$ cat src/rtl/pc_ctrl.sv
// Program-counter unit: boot delay, fetch handshake, stall, redirect,
// halt/resume, exception entry with EPC capture and eret return.
module pc_ctrl #(
  parameter int          AW        = 32,
  parameter logic [31:0] RESET_VEC = 32'h0000_3000,
  parameter logic [31:0] EXC_VEC   = 32'h0000_4180,
  parameter int          BOOT_WAIT = 2
) (
  input  logic          clk,
  input  logic          rst,
  input  logic [AW-1:2] npc,
  input  logic          fetch_ready,
  input  logic          stall,
  input  logic          redirect,
  input  logic [AW-1:2] redirect_pc,
  input  logic          exc,
  input  logic          eret,
  input  logic          halt,
  input  logic          resume,
  output logic [AW-1:2] pc,
  output logic          pc_valid,
  output logic [AW-1:2] epc,
  output logic          in_exc,
  output logic [1:0]    dbg_state
);

  // Handshake: pc is a fetch address only while pc_valid=1; imem takes it
  // in any cycle where fetch_ready=1, and the pc then advances to npc
  // unless stalled or overridden by a higher-priority event.

  typedef enum logic [1:0] {
    ST_BOOT = 2'd0,
    ST_RUN  = 2'd1,
    ST_HALT = 2'd2
  } state_t;

  localparam logic [AW-1:2] RST_PC    = RESET_VEC[AW-1:2];
  localparam logic [AW-1:2] EXC_PC    = EXC_VEC[AW-1:2];
  localparam logic [3:0]    BOOT_LAST = 4'(BOOT_WAIT - 1);

  state_t        state_q, state_d;
  logic [3:0]    cnt_q, cnt_d;
  logic [AW-1:2] pc_q, pc_d;
  logic [AW-1:2] epc_q, epc_d;
  logic          in_exc_q, in_exc_d;
  logic          valid_q, valid_d;

  always_ff @(posedge clk or negedge rst) begin
    if (!rst) begin
      state_q  <= ST_BOOT;
      cnt_q    <= 4'd0;
      pc_q     <= RST_PC;
      epc_q    <= '0;
      in_exc_q <= 1'b0;
      valid_q  <= 1'b0;
    end else begin
      state_q  <= state_d;
      cnt_q    <= cnt_d;
      pc_q     <= pc_d;
      epc_q    <= epc_d;
      in_exc_q <= in_exc_d;
      valid_q  <= valid_d;
    end
  end

  always_comb begin
    state_d  = state_q;
    cnt_d    = cnt_q;
    pc_d     = pc_q;
    epc_d    = epc_q;
    in_exc_d = in_exc_q;
    case (state_q)
      ST_BOOT: begin
        cnt_d = cnt_q + 4'd1;
        if (cnt_q == BOOT_LAST) state_d = ST_RUN;
      end
      ST_RUN: begin
        if (exc) begin
          pc_d = EXC_PC;
          // A nested exception keeps the EPC of the outermost one.
          if (!in_exc_q) begin
            epc_d    = pc_q;
            in_exc_d = 1'b1;
          end
        end else if (eret && in_exc_q) begin
          pc_d     = epc_q;
          in_exc_d = 1'b0;
        end else if (redirect) begin
          pc_d = redirect_pc;
        end else if (halt) begin
          state_d = ST_HALT;
        end else if (fetch_ready && !stall) begin
          pc_d = npc;
        end
      end
      ST_HALT: begin
        if (exc) begin
          pc_d    = EXC_PC;
          state_d = ST_RUN;
          if (!in_exc_q) begin
            epc_d    = pc_q;
            in_exc_d = 1'b1;
          end
        end else if (resume) begin
          state_d = ST_RUN;
        end
      end
      default: state_d = ST_BOOT;
    endcase
    valid_d = (state_d == ST_RUN);
  end

  assign pc        = pc_q;
  assign pc_valid  = valid_q;
  assign epc       = epc_q;
  assign in_exc    = in_exc_q;
  assign dbg_state = state_q;

endmodule

$ cat config.mk
export PLATFORM = sky130hd
export DESIGN_NAME = pc_ctrl
export DESIGN_NICKNAME = d
export VERILOG_FILES = /design/src/rtl/pc_ctrl.sv
export SDC_FILE = /design/constraint.sdc
export NUM_CORES = 1
export LEC_CHECK = 0
export BUFFER_PORTS_ARGS = -buffer_cell sky130_fd_sc_hd__buf_2
export CORE_MARGIN = 2
export CORE_UTILIZATION = 30
export CTS_CLUSTER_DIAMETER = 30
export CTS_CLUSTER_SIZE = 10
export DETAILED_ROUTE_END_ITERATION = 8
export GPL_ROUTABILITY_DRIVEN = 0
export PLACE_DENSITY_LB_ADDON = 0.05
export SYNTH_ARGS = -nofsm -noshare
export SYNTH_HDL_FRONTEND = slang
export SYNTH_SLANG_ARGS = --single-unit
$ cat constraint.sdc
create_clock -name clk -period 1.96 [get_ports clk]
set_input_delay 0.098 -clock clk [delete_from_list [all_inputs] [get_ports clk]]
set_output_delay 0.098 -clock clk [all_outputs]
set_load 0.05 [all_outputs]
==> metrics <==
status=complete, no violations; CTS tree=yes; global-route wire length before repair=around 15000 um; Req. time, crit path=~2.2 ns; initial antenna violation count=0; R2R Setup Slk=around 0.2 ns; Worst Path Class, Setup=flop to flop; Core ar.=~11000 sq um; drt first-iter violations=53; post-synth top area share=0.485; Syn Area/Cell=between 10 and 15 sq um; CP Capture Type=flop; DRT Pass-1 Iters=4; crit path cell chain=inv_1, ha_1, or3_2, buf_12, o2bb2ai_1; vias per cell=4.75; FF+latch count, synth=68; multi-input combinational cell area=around 1600 sq um; CP peak stage delay=0.53 ns; Power Dens Cells=1780 nW/um^2; Reg clk slew, reported paths=0.06 ns; maximum vdd drop=a little over 0.0007 V; Antenna diodes=0; final WL=about 8800 um; Buffers on Ports=between 100 and 150; slowest CP cell=or3_2; largest net degree at the start of global routing=47; R2R Path End=pc[21]; Max Clk Rate=about 0.57 GHz; CTS H-tree depth=3; Hold Fails Final Rpt=0; gr usage total=0.149; nets=between 400 and 500; final worst slack=about 0.20 ns; Design Area, Final=around 4600 sq um; fraction of registers with async set or reset after synthesis=1.00; DP HPWL=slightly above 6000 um; depth of the worst register-to-register path=5; FP Rows=38; Crit path arrival time=~2 ns; Synth area leader=dfrtp_1; register area share after synthesis=0.500; IO Pins=between 100 and 150; reg2reg start=dbg_state[0]; Syn Nets=366; final setup violation count=0; unrepaired setup endpoints after global routing=no; leakage power=approximately 2.4 nW; dpl ws=between 0.2 and 0.25 ns; clock buffer depth=2; grt ovf=0; crit path max fanout=27; Main synth FF type=dfrtp_1; fraction of layout cells with a size suffix above 1=0.489; overall power=roughly 8.2 mW; Area Growth Syn to Fin=34.7%; Layout Skew=roughly 0.0044 ns; Worst-Skew Late Latency=approximately 0.33 ns; die width=between 100 and 150 um; Root Buffer Master=clkbuf_16; post-route core utilization=0.418; synth top area cells=dfrtp_1 48%, mux2i_1 9.1%, mux2_2 8.9%; number of global-route vias before repair=around 2800; Avg WL per Cell=15.5 um; EDFF count, synth=0; fillers=roughly 1100; Buf/Inv on CP=2; postcts setup bufs=0; Starting Density=0.310; commonest non-fill, non-tap cell in the layout=buf_2; Max Cap Violations=0; remaining antenna violation count=0; via count=about 2700; Yosys cell types=31; CTS buffer count=9; most frequent cells in the layout=132 x buf_2, 65 x dfrtp_1, 39 x nand2_1; Register Area=1710 sq um; critical path's top delay family=simple AND/OR/NAND/NOR gates; Tmin final=1.76 ns; Synth Instances=slightly below 300; synthesized area=between 3000 and 4000 sq um; period utilization=0.899; Hold Crit Depth=3; Hold Path End=in_exc; Residual DRC=0; Worst Tran Pin Value=around 0.63 ns; Critical Path Source Type=flop; Slew HR=0.575; Yosys Warn Count=0; HP Class=primary input to flop; CTS Sinks=slightly below 70; die height=111 um; Final TNS setup=0 ns; full die area=approximately 12000 sq um; Hold Startpoint=exc; Placed Area=4290 sq um; Slew Viols, Final=0
## area by class of cell
type | instances | share of cell area
clock buffers | 10 | 0.0499
clock inverters | 6 | 0.0139
inverters | 9 | 0.00736
multi-input cells | 192 | 0.339
flip-flops and latches | 68 | 0.372
well taps | 140 | 0.0382
repair buffers | 142 | 0.180
## kinds of logic (layout without fill, tap and decap cells)
group	Yosys count	after routing	share of synthesized area
muxes	58	58	0.180
DFF	68	68	0.500
and+or+nand+nor	49	49	0.0591
adders and majority gates	6	6	0.0220
buffers and inverters	31	167	0.0444
AOI/OAI and AO/OA	76	76	0.186
xor gates and xnor gates	3	3	0.00771
## worst max path at each step
stage	cells after the start	slack [ns]	to	from
after floorplan	5	0.03	epc[10]	dbg_state[1]
after global placement	5	0.27	pc[15]	dbg_state[0]
after detailed placement	5	0.20	pc[21]	dbg_state[0]
after CTS	5	0.19	pc[21]	dbg_state[0]
after global routing	6	0.07	pc_valid	cnt_q[1]
final	5	0.20	pc[21]	dbg_state[0]
## report_power, final
part           internal (mW)  switching [mW]
Sequential              1.94           0.441
Clock                  0.984           0.615
Combinational           1.30            2.87
Total                   4.23            3.92
## metrics by stage
step,hold slack [ns],instances
6_report,0.107,567
3_3_place_gp,-0.0243,550
4_1_cts,0.0909,567
2_1_floorplan,-0.198,291
3_5_place_dp,-0.0312,550
5_1_grt,0.124,567
## Yosys cell counts (2+ instances only)
| cell type | instances |
|---|---|
| mux2i_1 | 31 |
| dfstp_2 | 2 |
| a22oi_1 | 3 |
| mux2_2 | 27 |
| o2bb2ai_1 | 7 |
| xnor2_1 | 2 |
| nor2_1 | 2 |
| nor3_1 | 3 |
| ha_1 | 6 |
| nand2_1 | 40 |
| dfrtp_1 | 66 |
| buf_6 | 3 |
| o2bb2ai_2 | 20 |
| o31a_1 | 2 |
| inv_1 | 9 |
| a21oi_1 | 5 |
| o21ai_0 | 34 |
| clkbuf_1 | 8 |
| buf_2 | 9 |
## flip-flops by register name, indices dropped and copies added, names as in the netlist
register	flops
epc	30
pc	30
cnt_q	4
dbg_state	2
in_exc	1
pc_valid	1
## per-layer routing
metal,up-vias,wire length (um),GRT usage
met2,81,4070,0.234
met5,-,0,0
met3,12,477,0.0395
met1,1291,4120,0.197
li1,1309,-,-
met4,0,124,0.0550
## tightest hold or removal path: cells and delay by family
| kind | cells | cell delay [ns] |
|---|---|---|
| AO/OA/AOI/OAI | 1 | 0.07 |
| buffers and inverters | 2 | 0.22 |
## timing repair
action	4_1_cts	5_1_grt
endpoints found under the hold margin	66	0
hold buffers	1	0
resized for setup	0	0
setup endpoints to repair	0	0
Power figures use the tool's default switching activity.
